===== config.mk =====
export PLATFORM = sky130hd
export DESIGN_NAME = uart_rx_frontend
export DESIGN_NICKNAME = d
export VERILOG_FILES = /design/src/rtl/uart_pkg.sv /design/src/rtl/baud_tick_gen.sv /design/src/rtl/uart_rx_frontend.sv
export SDC_FILE = /design/constraint.sdc
export NUM_CORES = 1
export LEC_CHECK = 0
export CORE_MARGIN = 4
export CORE_UTILIZATION = 43
export CTS_BUF_LIST = sky130_fd_sc_hd__clkbuf_2
export DETAILED_ROUTE_END_ITERATION = 7
export HOLD_SLACK_MARGIN = 0.1
export SLEW_MARGIN = 20
export SYNTH_ARGS = -nofsm -noshare
export SYNTH_HDL_FRONTEND = slang
export SYNTH_HIERARCHICAL = 1
export SYNTH_SLANG_ARGS = --single-unit

===== constraint.sdc =====
create_clock -name clk -period 7.5 [get_ports clk]
set_input_delay 1.875 -clock clk [delete_from_list [all_inputs] [get_ports clk]]
set_output_delay 1.875 -clock clk [all_outputs]
set_load 0.01 [all_outputs]

===== src/rtl/uart_pkg.sv =====
// Shared UART definitions: receiver FSM encoding, frame width and the baud divider
// calculation used by both the receive and transmit sides.
package uart_pkg;

  localparam int DATA_BITS = 8;

  typedef enum logic [2:0] {
    S_IDLE,
    S_START,
    S_DATA,
    S_STOP,
    S_WAIT_HIGH
  } rx_state_e;

  // Clocks per oversample tick, truncated; the residual rate error is absorbed by mid-bit sampling.
  function automatic int calc_div(input int clk_freq, input int baud, input int oversample);
    return clk_freq / (baud * oversample);
  endfunction

endpackage


===== src/rtl/baud_tick_gen.sv =====
// Free-running oversample tick generator: one-clock tick every DIV clocks.
module baud_tick_gen
  import uart_pkg::*;
#(
  parameter int CLK_FREQ   = 100_000_000,
  parameter int BAUD       = 9600,
  parameter int OVERSAMPLE = 16
) (
  input  logic clk,
  input  logic rst,
  output logic tick
);

  localparam int DIV = calc_div(CLK_FREQ, BAUD, OVERSAMPLE);
  localparam int CW  = (DIV > 1) ? $clog2(DIV) : 1;

  logic [CW-1:0] cnt_q;

  assign tick = (cnt_q == CW'(DIV - 1));

  always_ff @(posedge clk or negedge rst) begin
    if (!rst) begin
      cnt_q <= '0;
    end else if (tick) begin
      cnt_q <= '0;
    end else begin
      cnt_q <= cnt_q + 1'b1;
    end
  end

endmodule


===== src/rtl/uart_rx_frontend.sv =====
// 8N1 UART receiver with 16x oversampling: synchronizes the RX pin, recovers bytes,
// and reports a ready level, a done strobe and a framing-error strobe.
module uart_rx_frontend
  import uart_pkg::*;
#(
  parameter int CLK_FREQ   = 100_000_000,
  parameter int BAUD       = 9600,
  parameter int OVERSAMPLE = 16
) (
  input  logic                 clk,
  input  logic                 rst,
  input  logic                 rx,
  output logic [DATA_BITS-1:0] rx_data,
  output logic                 ready_flag,
  output logic                 rx_done,
  output logic                 frame_error
);

  localparam int TW = $clog2(OVERSAMPLE);
  localparam logic [TW-1:0] HALF_LAST = TW'(OVERSAMPLE / 2 - 1);
  localparam logic [TW-1:0] FULL_LAST = TW'(OVERSAMPLE - 1);
  localparam logic [2:0]    LAST_BIT  = 3'(DATA_BITS - 1);

  logic [1:0]           sync_q;
  logic                 rx_s;
  logic                 tick;
  rx_state_e            state_q;
  logic [TW-1:0]        tick_cnt_q;
  logic [2:0]           bit_cnt_q;
  logic [DATA_BITS-1:0] shift_q;
  logic [DATA_BITS-1:0] rx_data_q;
  logic                 ready_q;
  logic                 done_q;
  logic                 ferr_q;

  baud_tick_gen #(
    .CLK_FREQ  (CLK_FREQ),
    .BAUD      (BAUD),
    .OVERSAMPLE(OVERSAMPLE)
  ) u_tick (
    .clk (clk),
    .rst (rst),
    .tick(tick)
  );

  // Synchronizer resets to the idle line level so reset release never looks like a start bit.
  always_ff @(posedge clk or negedge rst) begin
    if (!rst) begin
      sync_q <= 2'b11;
    end else begin
      sync_q <= {sync_q[0], rx};
    end
  end

  assign rx_s = sync_q[1];

  always_ff @(posedge clk or negedge rst) begin
    if (!rst) begin
      state_q    <= S_IDLE;
      tick_cnt_q <= '0;
      bit_cnt_q  <= '0;
      shift_q    <= '0;
      rx_data_q  <= '0;
      ready_q    <= 1'b0;
      done_q     <= 1'b0;
      ferr_q     <= 1'b0;
    end else begin
      // NOTE: strobes default low here and are overridden below; with non-blocking
      // assignments the last write in the block wins, which yields one-clock pulses.
      done_q <= 1'b0;
      ferr_q <= 1'b0;
      unique case (state_q)
        S_IDLE: begin
          if (!rx_s) begin
            state_q    <= S_START;
            tick_cnt_q <= '0;
            ready_q    <= 1'b0;
          end
        end
        S_START: begin
          if (tick) begin
            if (tick_cnt_q == HALF_LAST) begin
              if (rx_s) begin
                state_q <= S_IDLE;
              end else begin
                state_q    <= S_DATA;
                tick_cnt_q <= '0;
                bit_cnt_q  <= '0;
              end
            end else begin
              tick_cnt_q <= tick_cnt_q + 1'b1;
            end
          end
        end
        S_DATA: begin
          if (tick) begin
            if (tick_cnt_q == FULL_LAST) begin
              tick_cnt_q <= '0;
              shift_q    <= {rx_s, shift_q[DATA_BITS-1:1]};
              if (bit_cnt_q == LAST_BIT) begin
                state_q <= S_STOP;
              end else begin
                bit_cnt_q <= bit_cnt_q + 1'b1;
              end
            end else begin
              tick_cnt_q <= tick_cnt_q + 1'b1;
            end
          end
        end
        S_STOP: begin
          if (tick) begin
            if (tick_cnt_q == FULL_LAST) begin
              tick_cnt_q <= '0;
              if (rx_s) begin
                rx_data_q <= shift_q;
                done_q    <= 1'b1;
                ready_q   <= 1'b1;
                state_q   <= S_IDLE;
              end else begin
                ferr_q  <= 1'b1;
                state_q <= S_WAIT_HIGH;
              end
            end else begin
              tick_cnt_q <= tick_cnt_q + 1'b1;
            end
          end
        end
        S_WAIT_HIGH: begin
          if (rx_s) begin
            state_q <= S_IDLE;
          end
        end
        default: state_q <= S_IDLE;
      endcase
    end
  end

  assign rx_data     = rx_data_q;
  assign ready_flag  = ready_q;
  assign rx_done     = done_q;
  assign frame_error = ferr_q;

endmodule


Yosys cells after proc, flatten, opt, wreduce, memory -nomap -nowiden
Index checks and enable logic that the tools add are counted.

Output and inout bits: 11. Input port bits: 3. Memories kept: 0. Logic and storage cells: 84. Bits in latches: 0. Bits in read-only memories: 0. Bits in writable memories: 0. Register bits after elaboration: 41.

Add/subtract/negate cells: 3. Shifts and indexed selects: 0. Reductions and logical operators: 11. Bitwise gates (word level): 0. Div/mod/pow operators: 0. Multiply operators: 0. Magnitude comparators: 0. Equality and inequality tests: 21. Muxes and demuxes: 39.

Operator list (count): 3-bit 2-to-1 mux (16); 2-bit inequality test, second input constant (12); 4-bit 2-to-1 mux (5); 3-bit case mux with 5 select lines (1); 1-bit 2-to-1 mux (12); 4-bit case mux with 3 select lines (1); 10-bit by 1-bit adder with 10-bit output, second input constant (1); 10-bit equality test, second input constant (1); 10-bit 2-to-1 mux (1); 9-bit AND reduction (1); 7-bit AND reduction (1); 3-bit by 2-bit equality test with 1-bit output, second input constant (2); 3-bit equality test, second input constant (2); 3-bit case mux with 2 select lines (1); 3-bit AND reduction (2); 5-bit AND reduction (1); 4-bit by 1-bit adder with 4-bit output, second input constant (1); 4-bit by 3-bit equality test with 1-bit output, second input constant (1); 4-bit equality test, second input constant (1); 4-bit AND reduction (1); 2-bit nonzero test (2); 3-bit by 1-bit adder with 3-bit output, second input constant (1); 3-bit by 1-bit equality test with 1-bit output, second input constant (1); 3-bit zero test (1); other kinds (5) (5).

Depth between registers and ports, before layout
Gate-level depths: netlist (run 1).

Depth in word-level cells: 5. Mapped depth: 8.

Cells and area by module
The synthesis (run 1) kept the hierarchy.

By module, submodules not included: uart_rx_frontend (cells an instance 126, seq. area each 778.2 µm², times used 1, area an instance 1496.4 µm²); baud_tick_gen (cells an instance 46, seq. area each 250.2 µm², times used 1, area an instance 513.0 µm²).

Worst setup path after synthesis (run 1)
No wires, ideal clock.

Path kind: reg-to-reg. Start: reg u_tick.cnt_q[0]. End: reg rx_data_q[0], in the netlist rx_data[0]. Stages on the path, launching flop included: 9. Arrival: 2.325 ns. Slack: 5.048 ns. Required time: 7.372 ns. Library setup time: 0.128 ns. Path through: dfrtp_1 > inv_1 > ha_1 > or3b_1 > nor4_4 > and4_1 > and3_1 > nand2_4 > mux2_1.

Cells in the longest elaborated chain, start to end: 2.

Ends and longest elaborated chain: from (decl) (line baud_tick_gen.sv:17) `logic [CW-1:0] cnt_q;`; from (signal assigned) (line baud_tick_gen.sv:27) `cnt_q <= cnt_q + 1'b1;`; 10-bit equality test (line baud_tick_gen.sv:19) `assign tick = (cnt_q == CW'(DIV - 1));`; named net tick (line uart_rx_frontend.sv:26) `logic tick;`; 4-bit AND reduction (no line); to (signal assigned) (line uart_rx_frontend.sv:115) `rx_data_q <= shift_q;`; to (decl) (line uart_rx_frontend.sv:31) `logic [DATA_BITS-1:0] rx_data_q;`.

The timed path passes the listed nets, and every way through them passes these cells. A chain may end at the register's enable or synchronous reset.

Worst setup path in the final report (run 1)
Start: reg ready_q, in the netlist ready_flag. End: out ready_flag.

RTL lines: from (decl) (line uart_rx_frontend.sv:32) `logic ready_q;`; from (signal assigned) (line uart_rx_frontend.sv:64) `ready_q <= 1'b0;`; from (signal assigned) (line uart_rx_frontend.sv:77) `ready_q <= 1'b0;`; from (signal assigned) (line uart_rx_frontend.sv:117) `ready_q <= 1'b1;`; to (decl) (line uart_rx_frontend.sv:14) `output logic ready_flag,`.

No word-level cell between the ends.

==> results.sh, run 1 <==
export IMPL_most_common_layout_cells="dfrtp_1, nand2_1, nor2_1, clkdlybuf4s50_1, mux2_1"
export IMPL_numCtsBuffers=5
export IMPL_relSlewSlack_pct=40.0
export IMPL_cp_start_kind="flop"
export IMPL_crit_fanout=3
export IMPL_crit_type="reg -> out"
export IMPL_grt_max_degree=42
export IMPL_drt_wl_total_um=3590
export IMPL_clk_latency_ns=0.37
export IMPL_viasPerCell=5.61
export IMPL_crit_end="ready_flag"
export IMPL_worstPathCellList="clkdlybuf4s50_1"
export IMPL_synthArstFlopShare_pct=100
export IMPL_firstDrtPassIters=4
export IMPL_dp_cells=230
export IMPL_post_route_period_util_pct=42.8
export IMPL_diodes=0
export IMPL_die_w_um=76.4
export IMPL_rrSetupSlack_ns=4.70
export IMPL_leakage_uw=0.00103
export IMPL_ys_types=53
export IMPL_power_density_nw_per_um2=146
export IMPL_min_period_ns=3.21
export IMPL_area_growth_pct=9.15
export IMPL_grt_pass1_wl_um=6410
export IMPL_status="complete, no violations"
export IMPL_synth_edf_count=0
export IMPL_layout_setup_ws_ns=4.29
export IMPL_slew_violations=0
export IMPL_avgSynthCellArea_sq_um=11.7
export IMPL_finalNonFillerCells=238
export IMPL_cts_tree="built"
export IMPL_wl_per_cell_um=15.1
export IMPL_crit_cells=1
export IMPL_grt_total_usage_pct=13.4
export IMPL_rr_endpoint="rx_data[3]$_DFFE_PN0P_"
export IMPL_path_clk_slew_ns=0.21
export IMPL_r2r_start="u_tick/cnt_q[0]$_DFF_PN0_"
export IMPL_syn_nets=180
export IMPL_hold_class="reg -> reg"
export IMPL_finalHoldViolCount=0
export IMPL_drv_cap=0
export IMPL_path_delay_family="buffers and inverters"
export IMPL_syn_cell_area_sq_um=2010
export IMPL_cp_slowest_cell="clkdlybuf4s50_1"
export IMPL_final_common_cell="dfrtp_1"
export IMPL_worst_pin_slew_ns=0.899
export IMPL_holdBufCountCts=0
export IMPL_n_fill_cell=405
export IMPL_seq_area_frac_synth_pct=51.2
export IMPL_worstPathRequired_ns=5.62
export IMPL_root_buffer="clkbuf_2"
export IMPL_ios=14
export IMPL_postCtsSetupBuffers=0
export IMPL_cts_htree_levels=2
export IMPL_start_util_pct=45.2
export IMPL_cts_resized=0
export IMPL_fmax_mhz=312
export IMPL_detail_route_iter0_violations=87
export IMPL_peakVddDrop_v=0.000104
export IMPL_drc=0
export IMPL_hp_start="sync_q[0]$_DFF_PN1_"
export IMPL_cp_startpoint="ready_flag$_DFFE_PN0P_"
export IMPL_reg2reg_depth=8
export IMPL_core_area_sq_um=4440
export IMPL_final_net_count=193
export IMPL_fin_tns_setup_ns=0
export IMPL_place_ws_ns=4.71
export IMPL_rows=24
export IMPL_ant_nets=0
export IMPL_max_stage_delay_ns=0.54
export IMPL_cp_arrival_ns=1.34
export IMPL_dieArea_sq_um=5830
export IMPL_die_h_um=76.4
export IMPL_rsz0062_at_grt="false"
export IMPL_ys_warnings_count=6
export IMPL_cts_sinks=41
export IMPL_first_global_vias=1385
export IMPL_ys_flop_type="dfrtp_1"
export IMPL_portBuffers=13
export IMPL_cts_buffer_depth=2
export IMPL_end_kind="output port"
export IMPL_setup_violations=0
export IMPL_skew_ns=0.0285
export IMPL_syn_inst=172
export IMPL_ys_ff_latch=41
export IMPL_drive_above_1_share_pct=18.3
export IMPL_dpl_hpwl_um=2550
export IMPL_grt_ovfl_total=0
export IMPL_path_buf_inv=1
export IMPL_gp_congestion=0.867
export IMPL_grt_antenna_before_repair=0
export IMPL_vias=1335
-- final cells by class --
cell class	count	area (sq um)	share of cell area [%]
clock inverters	2	10.0	0.456
inverters	4	15.0	0.685
multi-input cells	120	920	41.9
well taps	52	65.1	2.97
repair buffers	13	125	5.70
clock buffers	6	30.0	1.37
flip-flops and latches	41	1030	46.9
-- through the flow --
stage / util, % / hold WS, ns / cell area [sq um] / power, uW
3_3_place_gp: 48.5 / 0.350 / 2150 / 233
2_1_floorplan: - / 0.345 / 2010 / 228
4_1_cts: 49.4 / 0.376 / 2190 / 327
5_1_grt: 49.4 / 0.382 / 2190 / 339
6_report: 49.4 / 0.375 / 2190 / 320
3_5_place_dp: 48.5 / 0.353 / 2150 / 233
-- synth_stat cells (all sizes together) (2+ instances only) --
cell type	instances	area share (%)
xnor2	6	2.6
ha	5	3.1
a21oi	4	1.2
mux2	19	11
nand4	3	1.2
inv	4	0.75
nand3	9	2.2
dfstp	2	2.6
a22o	3	1.4
buf	7	2.3
a21o	2	0.81
nand2	15	3.2
o21ai	4	1.0
o31ai	4	1.5
nor4	2	1.4
and3	4	1.2
xor2	2	0.87
dfrtp	39	49
nand3b	2	0.75
nor2	13	2.6
and4	2	0.93
nor3	2	0.75
-- how the worst min path moves through the flow --
stage / slack [ns] / cells after the start / end
after floorplan: 0.35 / 0 / sync_q[1]$_DFF_PN1_
after global placement: 0.35 / 0 / sync_q[1]$_DFF_PN1_
after detailed placement: 0.35 / 0 / sync_q[1]$_DFF_PN1_
after CTS: 0.38 / 0 / sync_q[1]$_DFF_PN1_
after global routing: 0.38 / 0 / sync_q[1]$_DFF_PN1_
final: 0.37 / 0 / sync_q[1]$_DFF_PN1_
-- per-layer routing --
layer	track usage [%]	routed length, um
met5	0	0
met4	4.53	23
met3	3.66	96
met2	21.6	1770
met1	17.5	1700
-- logic make-up (layout without fill, tap and decap cells) --
| family | Yosys count | count (layout) | share of synthesized area, % |
|---|---|---|---|
| AND/OR/NAND/NOR | 61 | 61 | 18.0 |
| flip-flops | 41 | 41 | 51.2 |
| AO/OA/AOI/OAI | 27 | 27 | 10.5 |
| multiplexers | 19 | 19 | 10.6 |
| buffers and inverters | 11 | 25 | 3.05 |
| XOR/XNOR | 8 | 8 | 3.49 |
| adder cells (fa/ha/maj) | 5 | 5 | 3.11 |
-- registers in the layout, indices dropped and copies added (netlist names) --
register	flops
u_tick/cnt_q	10
rx_data	8
shift_q	8
tick_cnt_q	4
bit_cnt_q	3
state_q	3
sync_q	2
frame_error	1
ready_flag	1
rx_done	1
-- power breakdown --
part           total, uW  internal (uW)  leakage, uW  switching (uW)
registers            223            222     0.000546           0.973
clock network       91.3           23.6    0.0000327            67.8
logic               5.60           1.09     0.000449            4.51
total                320            247      0.00103            73.3
(Power assumes the default switching activity.)
==> run 2: changes to the inputs <==
==> constraint.sdc (replaced) <==
create_clock -name clk -period 2.9 [get_ports clk]
set_input_delay 0.725 -clock clk [delete_from_list [all_inputs] [get_ports clk]]
set_output_delay 0.725 -clock clk [all_outputs]
set_load 0.01 [all_outputs]
==> results.sh, run 2 (synthesized netlist as in run 1, its figures left out) <==
export IMPL_status="complete, no violations"
export IMPL_dieArea_sq_um=5830
export IMPL_root_buffer="clkbuf_2"
export IMPL_n_fill_cell=401
export IMPL_start_util_pct=45.2
export IMPL_power_uw=1020
export IMPL_grt_max_degree=42
export IMPL_clkPwrFrac_pct=42.2
export IMPL_power_density_nw_per_um2=454
export IMPL_hold_class="reg -> reg"
export IMPL_slew_violations=0
export IMPL_worstPathRequired_ns=3.20
export IMPL_leakage_uw=0.00105
export IMPL_area_growth_pct=12.2
export IMPL_peakVddDrop_v=0.000323
export IMPL_core_area_sq_um=4440
export IMPL_cp_arrival_ns=2.84
export IMPL_cts_htree_levels=2
export IMPL_rsz0062_at_grt="false"
export IMPL_drv_cap=0
export IMPL_grt_pass1_wl_um=6210
export IMPL_ios=14
export IMPL_wl_per_cell_um=14.5
export IMPL_grt_antenna_before_repair=0
export IMPL_cp_start_kind="flop"
export IMPL_firstDrtPassIters=4
export IMPL_viasPerCell=5.61
export IMPL_vias=1340
export IMPL_largest_reg_flops=10
export IMPL_combPwrFrac_pct=1.4
export IMPL_gp_congestion=0.818
export IMPL_largest_register="u_tick/cnt_q"
export IMPL_diodes=0
export IMPL_final_common_cell="dfrtp_1"
export IMPL_cts_tree="built"
export IMPL_drive_above_1_share_pct=18.7
export IMPL_cts_buffer_depth=2
export IMPL_switching_share_pct=20.5
export IMPL_post_route_period_util_pct=87.6
export IMPL_rrSetupSlack_ns=0.36
export IMPL_numCtsBuffers=5
export IMPL_detail_route_iter0_violations=115
export IMPL_setup_violations=0
export IMPL_die_w_um=76.4
export IMPL_min_period_ns=2.54
export IMPL_internal_power_uw=814
export IMPL_ant_nets=0
export IMPL_p_sw_uw=210
export IMPL_finalHoldViolCount=0
export IMPL_grt_total_usage_pct=13.1
export IMPL_postCtsSetupBuffers=0
export IMPL_relSlewSlack_pct=40.5
export IMPL_crit_fanout=9
export IMPL_first_global_vias=1307
export IMPL_fin_tns_setup_ns=0
export IMPL_path_clk_slew_ns=0.21
export IMPL_worst_pin_slew_ns=0.893
export IMPL_drt_wl_total_um=3470
export IMPL_dpl_hpwl_um=2490
export IMPL_p_seq_share_pct=56.4
export IMPL_grt_ovfl_total=0
export IMPL_portBuffers=13
export IMPL_clk_latency_ns=0.40
export IMPL_drc=0
export IMPL_holdBufCountCts=0
export IMPL_skew_ns=0.0147
export IMPL_cts_sinks=41
export IMPL_cts_resized=0
export IMPL_die_h_um=76.4
export IMPL_rows=24
export IMPL_end_kind="flop"
export IMPL_final_net_count=194
export IMPL_crit_type="reg -> reg"
export IMPL_most_common_layout_cells="dfrtp_1, nand2_1, nor2_1, clkdlybuf4s50_1, mux2_1"
export IMPL_fmax_mhz=394
## run 2: cell types whose count changed in the layout (fill, tap and decap cells not counted), sizes merged
cell / previous run / this run
bufinv: 0 / 2
clkinv: 2 / 0
buf: 1 / 2
clkbuf: 6 / 5
inv: 4 / 5
## run 2: area by class of cell
cell class	instances	area, sq um	share of cell area (%)
inverters	4	15.0	0.666
clock buffers	5	25.0	1.11
clock inverters	3	68.8	3.05
flip-flops and latches	41	1030	45.6
well taps	52	65.1	2.89
multi-input cells	120	920	40.8
repair buffers	14	133	5.88
## run 2: power groups by stage
| stage | clock [uW] | sequential [uW] | combinational (uW) |
|---|---|---|---|
| floorplan | 0 | 585 | 3.88 |
| global placement | 0 | 587 | 15.1 |
| detailed placement | 0 | 587 | 15.5 |
| CTS | 449 | 578 | 15.6 |
| global route | 471 | 579 | 17.4 |
| finish | 432 | 578 | 14.4 |
## run 2: final timing paths
check,start,endpoint,cells after the start
max in group asynchronous,rst,rx_data[4]$_DFFE_PN0P_,1
worst min-delay path,sync_q[0]$_DFF_PN1_,sync_q[1]$_DFF_PN1_,0
worst max-delay path,u_tick/cnt_q[0]$_DFF_PN0_,rx_data[3]$_DFFE_PN0P_,8
worst max register to register,u_tick/cnt_q[0]$_DFF_PN0_,rx_data[3]$_DFFE_PN0P_,8
worst min register to register,sync_q[0]$_DFF_PN1_,sync_q[1]$_DFF_PN1_,0
min in group asynchronous,rst,tick_cnt_q[2]$_DFFE_PN0P_,1
## run 2: critical path: stages, from the launching register on
cell     delay, ns
dfrtp_1       0.48
inv_1         0.08
ha_1          0.12
or3b_1        0.40
nor4_4        0.37
and4_1        0.29
and3_1        0.23
nand2_4       0.12
mux2_1        0.34
## run 2: metal layers
layer	vias to the layer above	routed length (um)	global-route usage, %
li1	650	-	-
met1	665	1610	17.0
met2	19	1680	20.9
met3	6	122	3.55
met4	0	48	4.71
met5	-	0	0
## run 2: stage by stage
step | area (sq um) | hold WS [ns] | cells | setup slack, ns | utilization, %
2_1_floorplan | 2010 | 0.345 | 172 | 0.448 | -
3_3_place_gp | 2160 | 0.351 | 231 | 0.472 | 48.6
3_5_place_dp | 2160 | 0.355 | 231 | 0.372 | 48.6
4_1_cts | 2250 | 0.368 | 239 | 0.333 | 50.7
5_1_grt | 2250 | 0.382 | 239 | 0.231 | 50.7
6_report | 2250 | 0.366 | 239 | 0.359 | 50.7
